--- src/rtl/alu_seq_if.sv ---
// Command and result handshake bundle for the alu_seq sequencing stage.
// Valid/ready rule for both channels: a beat transfers on a rising clk edge
// where valid and ready are both 1; the producer holds its payload while
// valid is high and ready is low.
interface alu_seq_if;
   logic       cmd_valid;
   logic       cmd_ready;
   logic [2:0] cmd_op;
   logic [3:0] cmd_a;
   logic [3:0] cmd_b;
   logic       cmd_use_acc;
   logic       cmd_clr;
   logic       res_valid;
   logic       res_ready;
   logic [4:0] res_data;
   logic       res_zero;

   // Stimulus / upstream + downstream side.
   modport master (
      output cmd_valid, cmd_op, cmd_a, cmd_b, cmd_use_acc, cmd_clr, res_ready,
      input  cmd_ready, res_valid, res_data, res_zero
   );

   // Sequencer side.
   modport slave (
      input  cmd_valid, cmd_op, cmd_a, cmd_b, cmd_use_acc, cmd_clr, res_ready,
      output cmd_ready, res_valid, res_data, res_zero
   );
endinterface

--- src/rtl/alu_seq.sv ---
// Sequencing and result-capture stage around a 4-bit combinational ALU.
// Commands latch operands/selects into registers feeding the ALU, the ALU
// result is captured one cycle later, and held for a downstream handshake.
// An accumulator allows chaining; op_count counts completed operations.
module alu_seq (
   input  logic       clk,
   input  logic       rst_n,
   alu_seq_if.slave   bus,
   output logic [3:0] alu_a,
   output logic [3:0] alu_b,
   output logic       alu_s0,
   output logic       alu_s1,
   output logic       alu_s3,
   input  logic [4:0] alu_out,
   output logic [3:0] acc,
   output logic [7:0] op_count,
   output logic [1:0] dbg_state
);

   typedef enum logic [1:0] {
      IDLE = 2'd0,
      EXEC = 2'd1,
      DONE = 2'd2
   } state_t;

   state_t     state;
   state_t     state_nxt;
   logic       cmd_xfer;
   logic       latch_cmd;
   logic       clr_acc;
   logic [4:0] res_data_q;
   logic       res_zero_q;

   // Command is taken in IDLE, or in DONE only when the result leaves on the
   // same edge, so a new command never overwrites an unconsumed result.
   assign bus.cmd_ready = (state == IDLE) || ((state == DONE) && bus.res_ready);
   assign bus.res_valid = (state == DONE);
   assign bus.res_data  = res_data_q;
   assign bus.res_zero  = res_zero_q;
   assign dbg_state     = state;

   assign cmd_xfer  = bus.cmd_valid && bus.cmd_ready;
   assign latch_cmd = cmd_xfer && !bus.cmd_clr;
   assign clr_acc   = cmd_xfer && bus.cmd_clr;

   // State register.
   always_ff @(posedge clk or negedge rst_n) begin
      if (!rst_n) state <= IDLE;
      else        state <= state_nxt;
   end

   // Next-state logic; a clear command never leaves IDLE.
   always_comb begin
      state_nxt = state;
      case (state)
         IDLE: if (latch_cmd) state_nxt = EXEC;
         EXEC: state_nxt = DONE;
         DONE: begin
            // cmd_ready in DONE implies res_ready, so any command transfer
            // here coincides with the result transfer.
            if (bus.res_ready) state_nxt = latch_cmd ? EXEC : IDLE;
         end
         default: state_nxt = IDLE;
      endcase
   end

   // ALU operand/select registers, loaded only when a command latches.
   // In DONE the accumulator already holds the result of the preceding EXEC.
   always_ff @(posedge clk or negedge rst_n) begin
      if (!rst_n) begin
         alu_a  <= 4'd0;
         alu_b  <= 4'd0;
         alu_s0 <= 1'b0;
         alu_s1 <= 1'b0;
         alu_s3 <= 1'b0;
      end else if (latch_cmd) begin
         alu_a  <= bus.cmd_use_acc ? acc : bus.cmd_a;
         alu_b  <= bus.cmd_b;
         alu_s3 <= bus.cmd_op[2];
         alu_s0 <= bus.cmd_op[1];
         alu_s1 <= bus.cmd_op[0];
      end
   end

   // Result capture, accumulator and operation counter.
   // alu_out is only looked at on the edge that closes EXEC.
   always_ff @(posedge clk or negedge rst_n) begin
      if (!rst_n) begin
         res_data_q <= 5'd0;
         res_zero_q <= 1'b0;
         acc        <= 4'd0;
         op_count   <= 8'd0;
      end else begin
         if (state == EXEC) begin
            res_data_q <= alu_out;
            res_zero_q <= (alu_out[3:0] == 4'd0);
            acc        <= alu_out[3:0];
            op_count   <= op_count + 8'd1;
         end else if (clr_acc) begin
            acc <= 4'd0;
         end
      end
   end

endmodule

--- src/flat_wrapper.sv ---
// flat-port wrapper written by rule: the top's interface ports become plain ports
module alu_seq_flat 
  (clk, rst_n, alu_a, alu_b, alu_s0, alu_s1, alu_s3, alu_out, acc, op_count, dbg_state, bus_cmd_valid, bus_cmd_op, bus_cmd_a, bus_cmd_b, bus_cmd_use_acc, bus_cmd_clr, bus_res_ready, bus_cmd_ready, bus_res_valid, bus_res_data, bus_res_zero);
  alu_seq_if bus_i ();
  input  logic clk;
  input  logic rst_n;
  output logic [3:0] alu_a;
  output logic [3:0] alu_b;
  output logic alu_s0;
  output logic alu_s1;
  output logic alu_s3;
  input  logic [4:0] alu_out;
  output logic [3:0] acc;
  output logic [7:0] op_count;
  output logic [1:0] dbg_state;
  input wire logic [$bits(bus_i.cmd_valid)-1:0] bus_cmd_valid;
  input wire logic [$bits(bus_i.cmd_op)-1:0] bus_cmd_op;
  input wire logic [$bits(bus_i.cmd_a)-1:0] bus_cmd_a;
  input wire logic [$bits(bus_i.cmd_b)-1:0] bus_cmd_b;
  input wire logic [$bits(bus_i.cmd_use_acc)-1:0] bus_cmd_use_acc;
  input wire logic [$bits(bus_i.cmd_clr)-1:0] bus_cmd_clr;
  input wire logic [$bits(bus_i.res_ready)-1:0] bus_res_ready;
  output wire logic [$bits(bus_i.cmd_ready)-1:0] bus_cmd_ready;
  output wire logic [$bits(bus_i.res_valid)-1:0] bus_res_valid;
  output wire logic [$bits(bus_i.res_data)-1:0] bus_res_data;
  output wire logic [$bits(bus_i.res_zero)-1:0] bus_res_zero;
  assign bus_i.cmd_valid = bus_cmd_valid;
  assign bus_i.cmd_op = bus_cmd_op;
  assign bus_i.cmd_a = bus_cmd_a;
  assign bus_i.cmd_b = bus_cmd_b;
  assign bus_i.cmd_use_acc = bus_cmd_use_acc;
  assign bus_i.cmd_clr = bus_cmd_clr;
  assign bus_i.res_ready = bus_res_ready;
  assign bus_cmd_ready = bus_i.cmd_ready;
  assign bus_res_valid = bus_i.res_valid;
  assign bus_res_data = bus_i.res_data;
  assign bus_res_zero = bus_i.res_zero;
  alu_seq u_core (.clk(clk), .rst_n(rst_n), .bus(bus_i), .alu_a(alu_a), .alu_b(alu_b), .alu_s0(alu_s0), .alu_s1(alu_s1), .alu_s3(alu_s3), .alu_out(alu_out), .acc(acc), .op_count(op_count), .dbg_state(dbg_state));
endmodule
--- config.mk ---
export PLATFORM = sky130hd
export DESIGN_NAME = alu_seq_flat
export DESIGN_NICKNAME = d
export VERILOG_FILES = /design/src/rtl/alu_seq_if.sv /design/src/rtl/alu_seq.sv /design/src/flat_wrapper.sv
export SDC_FILE = /design/constraint.sdc
export NUM_CORES = 1
export LEC_CHECK = 0
export CORE_MARGIN = 8
export CORE_UTILIZATION = 38
export CTS_CLUSTER_SIZE = 25
export DETAILED_ROUTE_END_ITERATION = 7
export HOLD_SLACK_MARGIN = 0.12
export PLACE_DENSITY = 0.72
export SETUP_SLACK_MARGIN = 0.02
export SLEW_MARGIN = 20
export SYNTH_ARGS = -nofsm -noshare
export SYNTH_HDL_FRONTEND = slang
export SYNTH_SLANG_ARGS = --single-unit
--- constraint.sdc ---
create_clock -name clk -period 1.3 [get_ports clk]
set_input_delay 0.195 -clock clk [delete_from_list [all_inputs] [get_ports clk]]
set_output_delay 0.195 -clock clk [all_outputs]
set_load 0.01 [all_outputs]
Word level (Yosys, flattened, before mapping). Cells that the tools add are included.

Memories kept: 0. Latch bits: 0. Flip-flop bits (word level): 31. Output and inout bits: 33. Memory bits (read-only): 0. Bits in writable memories: 0. Word-level logic and storage cells: 32. Bits of input ports: 22.

Multiplexer cells: 7. Divide/modulo/power cells: 0. Reductions and logical operators: 10. Equality and inequality tests: 4. Bitwise logic cells: 0. Add/subtract/negate cells: 1. Order comparisons: 0. Shift-type cells: 0. Multipliers: 0.

Operator list (count): $mux 4 (3); $add 8x1->8 const B (1); $pmux 2 s3 (1); $logic_and 1x1->1 (4); $logic_not 4->1 (1); $mux 2 (2); $eq 2x1->1 const B (1); $eq 2x2->1 const B (1); $logic_not 2->1 (1); $ne 2x1->1 const B (1); $ne 2x2->1 const B (1); $reduce_and 2->1 (1); $reduce_bool 2->1 (1); $logic_not 1->1 (1); $logic_or 1x1->1 (1); $mux 1 (1).

Logic depth before layout (Yosys ltp). Gate-level depths: netlist of the first run.

Depth in word-level cells: 8. Gate-level depth with buffers: 4. Mapped depth without buffers: 3.

Worst setup path after synthesis of the first run. OpenSTA, ideal clock, no wires.

Kind: register -> register. Start: reg u_core.state[1], in the netlist u_core.dbg_state[1]. End: reg u_core.alu_a[2]. Cell stages (with the launch flop): 4. Setup slack: -180 ps. Library setup time: 125 ps. Required time: 1175 ps. Buffers on the path: 1. Period minus slack after synthesis: 1480 ps. Data arrival time: 1355 ps. Cells stage by stage: dfrtp_1 a2111oi_4 buf_6 mux2_4.

Longest elaborated chain between the ends: 5. Elaborated cells on any way between the ends: 6. Classes of those cells: eq/ne (1); reduce/logical (5).

RTL lines: from (decl) (line alu_seq.sv:26) `state_t state;`; from (signal assigned) (line alu_seq.sv:49) `else state <= state_nxt;`; $eq 2x2->1 (line alu_seq.sv:36) `assign bus.cmd_ready = (state == IDLE) || ((state == DONE) && bus.res_ready);`; $logic_and 1x1->1 (line alu_seq.sv:36); $logic_or 1x1->1 * (line alu_seq.sv:36); $logic_and 1x1->1 * (line alu_seq.sv:42) `assign cmd_xfer = bus.cmd_valid && bus.cmd_ready;`; $logic_and 1x1->1 * (line alu_seq.sv:43) `assign latch_cmd = cmd_xfer && !bus.cmd_clr;`; to (signal assigned) (line alu_seq.sv:77) `alu_a <= bus.cmd_use_acc ? acc : bus.cmd_a;`; to (decl) (line alu_seq.sv:9) `output logic [3:0] alu_a,`.

Every way passes the cells marked *; elsewhere a longest branch is shown, timed or not. A chain may end at the register's enable or synchronous reset.

Final worst setup path of the first run.
Start: reg u_core.state[1], in the netlist u_core.dbg_state[1]. End: reg u_core.alu_a[1].

The elaborated chain is that of the path after synthesis.

==> results.txt, run 1 <==
CP cell instances: buf_6 -> a2111oi_4 -> buf_12 -> mux2_4
Syn_area_per_cell: 13.2 µm²
Syn_nets: 124
Fin nets: 207
Routed vias/inst: 4.79
Final setup viols: 17
Setup TNS: -3.22 ns
Vias in the first global route: 1,168
Core area: 3340 µm²
Die width: 75.1 µm
Max-Cap Viols: 0
Commonest non-fill, non-tap cell in the layout: dfrtp_1
GRT overflow: 0
Root buffer cell: clkbuf_4
Warnings from Yosys: 0
Final ANT Viol Nets: 0
First-pass GRT wire length: 5640 µm
HP Class: in2async
Leak: 0.00109 µW
Diodes inserted: 0
Dpl cells: 212
Failing checks: setup timing
Unrepaired setup endpoints after global routing: yes
CTS Buffer Depth: 2
Antenna violations before repair: 0
Yosys reg bits: 31
Worst setup EP type: register
Most frequent cells in the layout: 29 x dfrtp_1, 27 x dlygate4sd2_1, 21 x nand2_1
Synth Area in XOR/XNOR: 0.0461
Largest net degree at the start of global routing: 32
TritonCTS buffer count: 5
Adder-cell share of the synthesized area: 0.00942
Synth Area in Compound Gates: 0.0706
Slew @ Worst Pin: 0.348 ns
Post-synthesis mux area share: 0.153
Starting Density: 0.398
Final period demand of the worst path: 1.53 ns
Num Clock Sinks: 31
Slowest cell on the critical path: dfrtp_2
Setup CP Type: reg2reg
Simple-gate share of the synthesized area: 0.116
Register area share after synthesis: 0.584
Top achievable clock speed: 653 MHz
Post-route cell area: 2180 µm²
Max-slew violation count: 0
Distinct cell type count after synthesis: 22
Skew final: 0.0133 ns
Largest family of logic cells by synthesized area: multiplexers
TritonCTS clock tree: done
Setup WS post-layout: -0.232 ns
Detailed-route DRC error count: 0
Die H: 75.1 µm
CP max FO: 12
Hold Fails Final Rpt: 0
Dpl cell area: 2040 µm²
Port bufs: 54
Top Ports: 55
Crit path arrival time: 1.76 ns
Setup crit start kind: register
Min Hold Slack: 0.191 ns
Top cells by area, synth: dfrtp_1 58%, mux2_4 10%, nand2_1 5.9%
Critical path's largest stage delay: 0.42 ns
Drt total wl: 3690 µm
CP Data Required Time: 1.53 ns
Post-DP HPWL: 2680 µm
Slew HR: 0.768
Rows: 21
Peak supply drop: 0.882 mV
GRT Resource Usage Total: 0.137
Final period utilization: 1.18
Clock slew at reported path FFs: 0.11 ns
Synth top area share: 0.584
Synth area leader: dfrtp_1
DR pass1 iterations: 4
DR vias: 1,106
DR iter-0 viols: 66
Post-Layout Cell Count: 231
H-tree Lvls: 2
Worst-skew pair later-pin latency: 0.35 ns
Syn Inst Count: 101
Area Growth Syn to Fin: 63.7%
Final GP Congestion: 0.742
Post-Syn Area: 1330 µm²
Layout cells sized above 1: 0.324
PD cells: 1400 nW/µm²
WL/cell: 16.0 µm
Status: finished, violations left
Final core occ: 0.652
Die ar.: 5650 µm²
==> routing by layer <==
metal	wire length (µm)	share of wire	global-route usage
met3	307	0.083	0.0466
met4	104	0.028	0.0832
met1	1440	0.39	0.152
met2	1840	0.50	0.221
met5	0	0	0
==> path summary, 6_finish.rpt <==
path                                             start                     end  slack (ns)  cells past startpoint
worst max-delay path               u_core.dbg_state[1]         u_core.alu_a[1]       -0.23                      4
worst min-delay path                             rst_n      u_core.op_count[7]        0.19                      2
worst max register to register     u_core.dbg_state[1]         u_core.alu_a[1]       -0.23                      4
worst min register to register  u_core.bus.res_data[0]  u_core.bus.res_data[0]        0.48                      2
max in group asynchronous                        rst_n     u_core.dbg_state[0]        0.92                      2
min in group clk                            alu_out[4]  u_core.bus.res_data[4]        0.38                      3
==> through the flow <==
stage                     worst slack, ns  power (µW)
after floorplan                    -0.151        1790
after global placement             -0.471        2480
after detailed placement           -0.536        2530
after CTS                          -0.227        3040
after global routing               -0.260        3230
final                              -0.232        3050
==> flip-flops by register name, summed over array words and instances, names as in the netlist <==
signal / count
u_core.acc: 4
u_core.alu_s1: 1
u_core.bus.res_data: 5
u_core.alu_a: 4
u_core.dbg_state: 2
u_core.alu_b: 4
u_core.op_count: 8
u_core.alu_s0: 1
u_core.bus.res_zero: 1
u_core.alu_s3: 1
==> kinds of logic (layout without fill, tap and decap cells) <==
group,count (synthesis),after routing
adder cells (fa/ha/maj),1,1
AND/OR/NAND/NOR,32,32
flip-flops,31,31
buffers and inverters,5,89
AO/OA/AOI/OAI,10,10
multiplexers,15,15
XOR/XNOR,7,7
==> cells in the mapped netlist <==
cell type and number:
a2111oi_4 1, a21o_1 1, a21o_2 1, a21oi_1 2, a22o_1 4, and3_1 1
and4b_1 1, buf_2 2, buf_6 1, dfrtp_1 31, ha_1 1, inv_2 2
mux2_2 6, mux2_4 9, nand2_1 21, nand2b_1 1, nand4_1 4, nor2b_1 2
o21ai_1 1, or2b_1 1, or4_1 1, xnor2_1 7
==> power by group <==
part	switching, µW	total, µW	internal [µW]
Sequential	126	1310	1180
Clock	345	606	262
Combinational	492	1140	648
Total	963	3050	2090
==> worst max-delay path, delay by kind of cell, from the launching register on <==
family,cells,cell delay (ns)
AOI/OAI and AO/OA,1,0.36
DFF,1,0.42
muxes,1,0.30
buffers and inverters,2,0.32
==> cell type report <==
| cell class | count | area, µm² |
|---|---|---|
| clock buffers | 7 | 55.1 |
| clock inverters | 1 | 5.00 |
| fillers | 283 | 1160 |
| inverters | 2 | 7.51 |
| multi-input cells | 65 | 544 |
| flip-flops and latches | 31 | 778 |
| well taps | 46 | 57.6 |
| repair buffers | 79 | 728 |
==> repair_timing <==
item	4_1_cts	5_1_grt
gates resized for setup	55	6
hold buffers	0	0
pin swaps	1	4
buffers inserted	7	4
endpoints found under the setup margin	58	38
Note: power is estimated with default switching activity, not from simulation.
==> inputs of run 2 (changes only) <==
Settings changed: GPL_TIMING_DRIVEN set to 0.
==> results.txt, run 2 (synthesis gave the netlist of run 1 again) <==
Detailed-route DRC error count: 0 (unchanged)
Diodes inserted: 0 (unchanged)
Rows: 21 (unchanged)
CTS Buffer Depth: 2 (unchanged)
CP max FO: 5 (was 12)
Worst setup EP type: register (unchanged)
HP Class: in2reg (was in2async)
DR iter-0 viols: 61 (was 66)
Final period utilization: 1.19 (was 1.18)
Routed vias/inst: 4.83 (was 4.79)
Die H: 75.1 µm (unchanged)
Layout cells sized above 1: 0.389 (was 0.324)
TritonCTS clock tree: done (unchanged)
Post-Layout Cell Count: 231 (unchanged)
Overall power: 3000 µW (was 3050 µW)
Vias in the first global route: 1,207 (was 1,168)
Max-Cap Viols: 0 (unchanged)
DP Worst Slack: -0.592 ns (was -0.536 ns)
H-tree Lvls: 2 (unchanged)
GR Util met1: 0.150 (was 0.152)
Dpl cells: 201 (was 212)
Largest net degree at the start of global routing: 32 (unchanged)
Slew HR: 0.547 (was 0.768)
CP Data Required Time: 1.51 ns (was 1.53 ns)
Unrepaired setup endpoints after global routing: yes (unchanged)
Setup crit start kind: register (unchanged)
First-pass GRT wire length: 5860 µm (was 5640 µm)
Worst hold start: bus_res_ready
Drt total wl: 4100 µm (was 3690 µm)
Most used routing layer: met2 (unchanged)
Final setup viols: 27 (was 17)
Final period demand of the worst path: 1.54 ns (was 1.53 ns)
Max-slew violation count: 0 (unchanged)
PD cells: 1340 nW/µm² (was 1400 nW/µm²)
Area Growth Syn to Fin: 67.8% (was 63.7%)
Commonest non-fill, non-tap cell in the layout: dlygate4sd2_1 (was dfrtp_1)
Met3 Use GR: 0.0426 (was 0.0466)
Num Clock Sinks: 31 (unchanged)
Most frequent cells in the layout: 29 x dlygate4sd2_1, 27 x dfrtp_1, 19 x clkdlybuf4s50_1 (was 29 x dfrtp_1, 27 x dlygate4sd2_1, 21 x nand2_1)
GRT Resource Usage Total: 0.141 (was 0.137)
Skew final: 0.00469 ns (was 0.0133 ns)
Die width: 75.1 µm (unchanged)
DR vias: 1,115 (was 1,106)
Reg2reg start: u_core.dbg_state[1] (unchanged)
Die ar.: 5650 µm² (unchanged)
Worst-skew pair later-pin latency: 0.32 ns (was 0.35 ns)
Status: finished, violations left (unchanged)
Reg with most FFs: u_core.op_count (unchanged)
TritonCTS buffer count: 5 (unchanged)
Leak: 0.00112 µW (was 0.00109 µW)
Post-DP HPWL: 2620 µm (was 2680 µm)
Clock slew at reported path FFs: 0.09 ns (was 0.11 ns)
Root buffer cell: clkbuf_4 (unchanged)
Worst setup startpoint: u_core.dbg_state[1] (unchanged)
Peak supply drop: 0.915 mV (was 0.882 mV)
Top achievable clock speed: 648 MHz (was 653 MHz)
WL/cell: 17.7 µm (was 16.0 µm)
Final GP Congestion: 0.768 (was 0.742)
Fin nets: 209 (was 207)
DR pass1 iterations: 4 (unchanged)
GR met2 Demand/Resource: 0.239 (was 0.221)
Slew @ Worst Pin: 0.679 ns (was 0.348 ns)
Antenna violations before repair: 0 (unchanged)
Crit path arrival time: 1.76 ns (about the same)
Core area: 3340 µm² (unchanged)
Port bufs: 54 (unchanged)
Failing checks: setup timing (unchanged)
Top Ports: 55 (unchanged)
Setup CP Type: reg2reg (unchanged)
Final ANT Viol Nets: 0 (unchanged)
Setup WS post-layout: -0.242 ns (was -0.232 ns)
Max FFs per register: 8 (unchanged)
Starting Density: 0.398 (unchanged)
Hold Fails Final Rpt: 0 (unchanged)
GRT overflow: 0 (unchanged)
[run 2: cell count changes in the layout (fill, tap and decap cells not counted), sizes merged]
cell / before / now
dlymetal6s2s: 0 / 1
buf: 28 / 31
dlygate4sd3: 0 / 1
clkinv: 1 / 0
clkdlybuf4s15: 4 / 0
clkdlybuf4s50: 20 / 19
clkbuf: 7 / 6
dlygate4sd2: 27 / 29
[run 2: metrics by stage]
stage	setup TNS [ns]	area, µm²	hold slack [ns]	utilization
after detailed placement	-7.51	1920	0.274	0.576
after CTS	-4.67	2100	0.408	0.628
final	-4.29	2230	0.316	0.668
after floorplan	-1.37	1330	-0.101	-
after global routing	-5.79	2230	0.326	0.668
after global placement	-22.36	1930	0.461	0.578
[run 2: per-layer routing]
| metal | vias to the layer above | wire length (µm) | part of all wire |
|---|---|---|---|
| li1 | 518 | - | - |
| met1 | 539 | 1540 | 0.37 |
| met2 | 45 | 2140 | 0.52 |
| met3 | 13 | 267 | 0.065 |
| met4 | 0 | 160 | 0.039 |
| met5 | - | 0 | 0 |
[run 2: repair_timing]
action	CTS	global route
setup endpoints to repair	53	35
gates cloned	2	1
pin swaps	9	7
hold buffers	1	0
resized for setup	66	22
setup buffers	12	8
hold endpoints to repair	31	0
[run 2: area by class of cell]
cell class                      count  area [µm²]
Fill cell                         282        1110
Buffer                              3        33.8
Sequential cell                    31         781
Inverter                            2        7.51
Clock buffer                        6        41.3
Tap cell                           46        57.6
Multi-Input combinational cell     65         584
Timing Repair Buffer               78         724
[run 2: worst paths after layout]
path / slack [ns] / depth (start not counted) / to
max in group asynchronous: 0.38 / 2 / u_core.dbg_state[0]
setup reg to reg: -0.24 / 4 / u_core.alu_b[2]
hold / removal: 0.32 / 3 / u_core.dbg_state[1]
setup / recovery: -0.24 / 4 / u_core.alu_b[2]
min in group asynchronous: 0.45 / 2 / u_core.acc[2]
hold reg to reg: 0.47 / 1 / u_core.op_count[7]
[run 2: power breakdown]
part	leakage, µW	switching, µW	total, µW	internal [µW]
clock	0.0000242	293	485	192
combinational	0.000707	517	1190	669
sequential	0.000386	138	1320	1190
total	0.00112	949	3000	2050
[run 2: critical path, cell delays in order, from the launching register on]
cell and delay (ns):
dfrtp_2 0.42, buf_6 0.12, a2111oi_4 0.39, buf_6 0.20, mux2_4 0.31
